**src/rtl/mem_port_arbiter.sv**
```systemverilog
// Purpose: round-robin arbiter sharing one fixed-latency memory port between the CPU and DMA requesters.
// Latency: a read granted in cycle t returns x_rvalid in t+2+MEM_LAT; a write is issued in t+1.
// Backpressure: one access in flight; x_gnt is only offered in IDLE, so a requester holds req until granted.
//
// Ports:
//   clock, resetn                 rising-edge clock, asynchronous active-low reset
//   c_req/c_we/c_addr/c_wdata     CPU request and fields (held stable until c_gnt)
//   c_gnt                         CPU request accepted this cycle (combinational)
//   c_rvalid/c_rdata              CPU read data, one-cycle valid pulse; rdata holds until the next CPU read
//   d_*                           DMA/loader equivalents of the c_* ports
//   m_en/m_we/m_addr/m_wdata      memory strobe, write enable, word-aligned byte address, write data
//   m_rdata                       memory read data, valid MEM_LAT cycles after the m_en cycle
//   busy                          arbiter not idle
//   owner                         current/last owner (0 = CPU, 1 = DMA), updated on grant
module mem_port_arbiter #(
    parameter int ADDR_W  = 32,
    parameter int DATA_W  = 32,
    parameter int MEM_LAT = 2
) (
    input  logic              clock,
    input  logic              resetn,
    input  logic              c_req,
    input  logic              c_we,
    input  logic [ADDR_W-1:0] c_addr,
    input  logic [DATA_W-1:0] c_wdata,
    output logic              c_gnt,
    output logic              c_rvalid,
    output logic [DATA_W-1:0] c_rdata,
    input  logic              d_req,
    input  logic              d_we,
    input  logic [ADDR_W-1:0] d_addr,
    input  logic [DATA_W-1:0] d_wdata,
    output logic              d_gnt,
    output logic              d_rvalid,
    output logic [DATA_W-1:0] d_rdata,
    output logic              m_en,
    output logic              m_we,
    output logic [ADDR_W-1:0] m_addr,
    output logic [DATA_W-1:0] m_wdata,
    input  logic [DATA_W-1:0] m_rdata,
    output logic              busy,
    output logic              owner
);

    // The counter only ever holds MEM_LAT-1 down to 0.
    localparam int CNT_W = (MEM_LAT > 1) ? $clog2(MEM_LAT) : 1;
    localparam logic [CNT_W-1:0] CNT_INIT = CNT_W'(MEM_LAT - 1);

    typedef enum logic [1:0] {
        IDLE  = 2'd0,
        ISSUE = 2'd1,
        WAIT  = 2'd2,
        RESP  = 2'd3
    } state_t;

    state_t              state_q;
    state_t              state_d;
    logic                last_q;     // id of the most recent grant; the other port wins a tie
    logic                owner_q;
    logic                we_q;
    logic [ADDR_W-3:0]   addr_q;     // byte-offset bits are never used, so they are not stored
    logic [DATA_W-1:0]   wdata_q;
    logic [CNT_W-1:0]    cnt_q;
    logic [DATA_W-1:0]   c_rdata_q;
    logic [DATA_W-1:0]   d_rdata_q;
    logic                grant_any;
    logic                last_wait;

    assign grant_any = c_gnt | d_gnt;
    assign last_wait = (state_q == WAIT) && (cnt_q == '0);

    always_comb begin
        state_d = state_q;
        c_gnt   = 1'b0;
        d_gnt   = 1'b0;
        m_en    = 1'b0;
        m_we    = 1'b0;
        case (state_q)
            IDLE: begin
                // Gated by resetn so no grant is advertised while reset is held.
                if (resetn) begin
                    if (c_req && (!d_req || last_q)) begin
                        c_gnt = 1'b1;
                    end else if (d_req) begin
                        d_gnt = 1'b1;
                    end
                end
                if (c_gnt || d_gnt) begin
                    state_d = ISSUE;
                end
            end
            ISSUE: begin
                m_en    = 1'b1;
                m_we    = we_q;
                state_d = we_q ? IDLE : WAIT;
            end
            WAIT: begin
                if (cnt_q == '0) begin
                    state_d = RESP;
                end
            end
            RESP: begin
                state_d = IDLE;
            end
            default: begin
                state_d = IDLE;
            end
        endcase
    end

    always_ff @(posedge clock or negedge resetn) begin
        if (!resetn) begin
            state_q   <= IDLE;
            last_q    <= 1'b1;
            owner_q   <= 1'b0;
            we_q      <= 1'b0;
            addr_q    <= '0;
            wdata_q   <= '0;
            cnt_q     <= '0;
            c_rdata_q <= '0;
            d_rdata_q <= '0;
        end else begin
            state_q <= state_d;
            if (grant_any) begin
                owner_q <= d_gnt;
                last_q  <= d_gnt;
                we_q    <= d_gnt ? d_we : c_we;
                addr_q  <= d_gnt ? d_addr[ADDR_W-1:2] : c_addr[ADDR_W-1:2];
                wdata_q <= d_gnt ? d_wdata : c_wdata;
            end
            if (state_q == ISSUE) begin
                cnt_q <= CNT_INIT;
            end else if ((state_q == WAIT) && (cnt_q != '0)) begin
                cnt_q <= cnt_q - CNT_W'(1);
            end
            // Only the owner's data register moves; the other port keeps its last read.
            if (last_wait) begin
                if (owner_q) begin
                    d_rdata_q <= m_rdata;
                end else begin
                    c_rdata_q <= m_rdata;
                end
            end
        end
    end

    assign m_addr   = {addr_q, 2'b00};
    assign m_wdata  = wdata_q;
    assign c_rvalid = (state_q == RESP) && !owner_q;
    assign d_rvalid = (state_q == RESP) && owner_q;
    assign c_rdata  = c_rdata_q;
    assign d_rdata  = d_rdata_q;
    assign busy     = (state_q != IDLE);
    assign owner    = owner_q;

endmodule

```
**config.mk**
```make
export PLATFORM = sky130hd
export DESIGN_NAME = mem_port_arbiter
export DESIGN_NICKNAME = d
export VERILOG_FILES = /design/src/rtl/mem_port_arbiter.sv
export SDC_FILE = /design/constraint.sdc
export NUM_CORES = 1
export LEC_CHECK = 0
export BUFFER_PORTS_ARGS = -buffer_cell sky130_fd_sc_hd__buf_4
export CORE_ASPECT_RATIO = 0.8
export CORE_MARGIN = 8
export CORE_UTILIZATION = 46
export CTS_CLUSTER_DIAMETER = 100
export DETAILED_ROUTE_END_ITERATION = 8
export PLACE_DENSITY = 0.8
export REMOVE_ABC_BUFFERS = 1
export SYNTH_ARGS = -nofsm -noshare
export SYNTH_HDL_FRONTEND = slang
export SYNTH_SLANG_ARGS = --single-unit
```
**constraint.sdc**
```tcl
create_clock -name clock -period 1.8 [get_ports clock]
set_input_delay 0.18 -clock clock [delete_from_list [all_inputs] [get_ports clock]]
set_output_delay 0.18 -clock clock [all_outputs]
set_load 0.005 [all_outputs]
```
# Yosys cells after proc, flatten, opt, wreduce, memory -nomap -nowiden

Index checks and enable logic that the tools add are counted.
W data, S select, Z words.

Add/sub/neg operators: 1
Equal/unequal tests: 5
Mux-type cells: 20
Bitwise gates (word level): 3
Reduce and logical (&&, ||, !) cells: 15

Operators by type and width:

| cell                  | number |
|---|---|
| $mux W32              | 1 |
| $mux W30              | 1 |
| $mux W1               | 14 |
| $pmux W2 S4           | 1 |
| $mux W2               | 3 |
| $reduce_and A2 Y1     | 3 |
| $logic_and A1 B1 Y1   | 5 |
| $eq A2 B2 Y1 const B  | 2 |
| $ne A2 B2 Y1 const B  | 2 |
| $reduce_bool A2 Y1    | 2 |
| $eq A2 B1 Y1 const B  | 1 |
| $logic_not A1 Y1      | 2 |
| $logic_not A2 Y1      | 1 |
| $logic_or A1 B1 Y1    | 2 |
| $not A1 Y1            | 2 |
| $or A1 B1 Y1          | 1 |
| $sub A1 B1 Y1 const B | 1 |

Register bits after elaboration: 132
Bits of input ports: 166
Output and inout port bits: 136
Logic and storage cells: 53

# Depth between registers and ports, before layout

Word-level depth: 9
Depth in mapped cells: 6
Gate-level depth less buffers: 3

# Worst setup path before layout

No wires, ideal clock.

Path type: register to register
From: reg state_q[0]
To: reg c_rdata_q[10], in the netlist c_rdata[10]
Setup time: 125 ps
Arrival time: 1495 ps
Setup slack: 179 ps
Stages on the path, launching flop included: 5
Buffers on the path: 1
Cell sequence: dfrtp_1 -> or3b_4 -> nor2_8 -> buf_12 -> mux2_4

Cells in the longest elaborated chain, start to end: 3

Ends and longest elaborated chain:

| what                               | line | text |
|---|---|---|
| start, declared                    | 56   | `state_t state_q;` |
| start signal, assigned             | 123  | `state_q <= state_d;` |
| $eq A2 B2 Y1                       | 70   | `assign last_wait = (state_q == WAIT) && (cnt_q == '0);` |
| $logic_and A1 B1 Y1                | 70   |  |
| $reduce_and A2 Y1 (no source line) | n/a  |  |
| end signal, assigned               | 141  | `c_rdata_q <= m_rdata;` |
| end, declared                      | 64   | `logic [DATA_W-1:0] c_rdata_q;` |

Every way passes these cells.
A chain may end at the register's enable or synchronous reset.

# Worst setup path after layout

From: reg state_q[0]
To: out d_gnt

Cells in the longest elaborated chain, start to end: 2

Ends and longest elaborated chain:

| what             | line | text |
|---|---|---|
| $logic_not A2 Y1 | 78   | `case (state_q)` |
| $mux W1          | 78   |  |
| end, declared    | 33   | `output logic d_gnt,` |

Every way passes these cells.

==> reports/summary.txt <==
Slew HR - 0.5254
# nets final - 1008
Setup violations, final - 0
Setup crit start - state_q[0]
Rows - 37
number of hold violations in the final report - 0
DRC viols - 0
CP Data Required Time - 1.62 ns
reg2reg start - state_q[0]
Synth Cell Area - 6136 um^2
share of cells above drive strength 1 - 0.5064
chip width - 145.1 um
cell area power density - 1693 nW/um^2
Iteration-0 DRC Markers - 409
first-pass GRT wire length - 34800 um
area share of the largest cell type after synthesis - 0.5343
register area share after synthesis - 0.5385
post-route ant nets - 0
Worst-Margin Slew - 0.7119 ns
Clock Pin Slew Worst Setup and Hold Paths - 0.06 ns
port bufs - 295
Final HPWL DP - 15310 um
wire per inst - 21.78 um
gr usage total - 0.2510
max_cap viols - 0
Clock Skew - 0.009038 ns
EDFF count, synth - 0
Yosys top cell by area - dfrtp_1
largest vdd supply drop - 0.0008157 V
CP endpoint kind - output pin
worst-path maximum fanout - 7
Die Area - 17310 um^2
Worst R2R Setup Slack - 0.06 ns
clock sinks - 132
number of global-route vias before repair - 6102
remaining global-route overflow - 0
vias per cell - 5.570
CTS Root Cell - clkbuf_16
crit share post-route - 0.9766
gate count of the mapped netlist - 532
FF+latch count, synth - 132
Core Region - 12960 um^2
io pins - 302
dominant cells by area after synthesis - dfrtp_1, mux2_4, a31oi_1
GP Congestion - 0.9035
H-tree Lvls - 4
fin util - 0.7307
Max Slew Vio Count - 0
asr flop ratio synth - 1.000
Avg Cell Area, Syn - 11.53 um^2
Vert. Die Dim - 119.3 um
deepest clock path buffer count - 2
Crit path arrival time - 1.58 ns
total number of vias - 5737
Leak Pwr - 4.387 nW
top post-synthesis cells by count - dfrtp_1, nand3_1, o21ai_0
worst min path class - input port to register
Clk Latency, worst-skew pair - 0.41 ns
hold_sp - m_rdata[26]
Layout area overhead - 54.36%
Pre-Repair DR Iteration Count - 5
minimum clock period - 1.758 ns
Setup TNS Final - 0 ns
number of distinct library cells after synthesis - 31
critical path startpoint category - register
TritonCTS clock tree - yes
largest net degree at the start of global routing - 130
most common cell in the netlist - dfrtp_1
outcome - complete, no violations
Yosys warning total - 0
Most used DFF post-synth - dfrtp_1
Placed Cells - 972
Post-Layout Cell Count - 1030
Starting Density - 0.4734
ant diodes - 0
WL final - 22440 um
initial antenna violation count - 0
Critical Setup Path Class - register to output pin
CTS Buf Count - 17
Peak Freq - 568.8 MHz
[where the power goes]
| part | internal, mW | leakage (nW) | total (mW) | switching (mW) |
|---|---|---|---|---|
| clock | 2.27 | 0.301 | 3.63 | 1.36 |
| sequential | 4.46 | 1.53 | 5.47 | 1.01 |
| combinational | 4.00 | 2.55 | 6.94 | 2.94 |
[through the flow]
stage	power, mW	instance area (um^2)	setup slack, ns	hold WS (ns)
after detailed placement	12.22	8537	0.07730	-0.008403
final	16.04	9472	0.04203	0.02045
after CTS	16.00	9400	0.002596	0.0004083
after floorplan	7.765	5802	-7.299	-0.1156
after global routing	16.89	9472	-0.009570	0.001177
after global placement	11.93	8537	0.1410	-0.01188
[sequential cells by signal (all words and copies together) (netlist names), named ones only]
name,flops
m_wdata,32
we_q,1
addr_q,30
state_q,1
cnt_q,1
d_rdata,32
c_rdata,32
last_q,1
owner,1
[critical path: stages, from the launching register on]
cell and delay, ns:
dfrtp_1 0.38, buf_6 0.13, or3b_4 0.39, nor2_4 0.15, buf_6 0.11
[cell usage in the layout (no fill, tap or decap)]
cell	count
o21ai_1	4
dfrtp_1	131
and2b_2	1
a31oi_1	63
a21o_1	1
o21ai_0	60
inv_1	3
nand2_1	1
mux2_2	4
clkinv_2	1
inv_6	4
buf_4	311
and2_2	1
buf_12	8
nand3_1	63
conb_1	2
a21boi_4	1
or3b_4	2
clkbuf_16	18
buf_6	3
clkinvlp_4	2
nor2_8	2
mux2_4	60
nand3_4	1
o21a_1	1
clkbuf_8	2
or2b_1	1
nor2_4	1
and2_1	1
nor3b_2	1
nand2b_1	2
a21bo_4	1
bufinv_16	3
maj3_1	1
nor2_1	2
dlygate4sd3_1	23
dfstp_2	1
clkinv_4	3
a21oi_1	63
or2_2	2
[worst paths after layout]
| check | endpoint | cells after the start |
|---|---|---|
| setup / recovery | d_gnt | 4 |
| hold / removal | c_rdata[26] | 2 |
| setup reg to reg | m_wdata[14] | 6 |
| hold reg to reg | d_rdata[27] | 1 |
| max in group asynchronous | addr_q[26] | 3 |
| min in group asynchronous | cnt_q | 2 |
[logic make-up (layout without fill, tap and decap cells)]
group / after synthesis / in the layout / synth area share
flops: 132 / 132 / 0.5385
simple gates: 81 / 81 / 0.07443
compound gates: 194 / 194 / 0.1737
buf+inv: 59 / 381 / 0.05689
mux: 64 / 64 / 0.1542
other cells: 1 / 2 / 0.0006112
fa+ha+maj: 1 / 1 / 0.001631
[metal layers]
| layer | GRT usage | part of all wire | up-vias | routed length, um |
|---|---|---|---|---|
| met5 | 0 | 0 | - | 0 |
| met4 | 0.09280 | 0.026 | 0 | 580 |
| met3 | 0.09913 | 0.089 | 39 | 2006 |
| met2 | 0.4205 | 0.49 | 312 | 11080 |
| met1 | 0.2875 | 0.39 | 2811 | 8773 |
| li1 | - | - | 2575 | - |
[what timing repair did]
| item | in CTS | in global routing |
|---|---|---|
| resized for setup | 5 | 8 |
| buffers inserted | 1 | 1 |
| pin swaps | 2 | 3 |
| endpoints found under the setup margin | 2 | 19 |
| cloned | 0 | 1 |
| hold buffers | 21 | 2 |
| hold endpoints to repair | 161 | 3 |
[layout make-up]
cell class              instances  area [um^2]
repair buffers                346         2784
flip-flops and latches        132         3304
fillers                       878         3491
inverters                       3        11.26
clock inverters                13        171.4
multi-input cells             342         2529
clock buffers                  19        452.9
well taps                     175        219.0
Power figures use the tool's default switching activity.
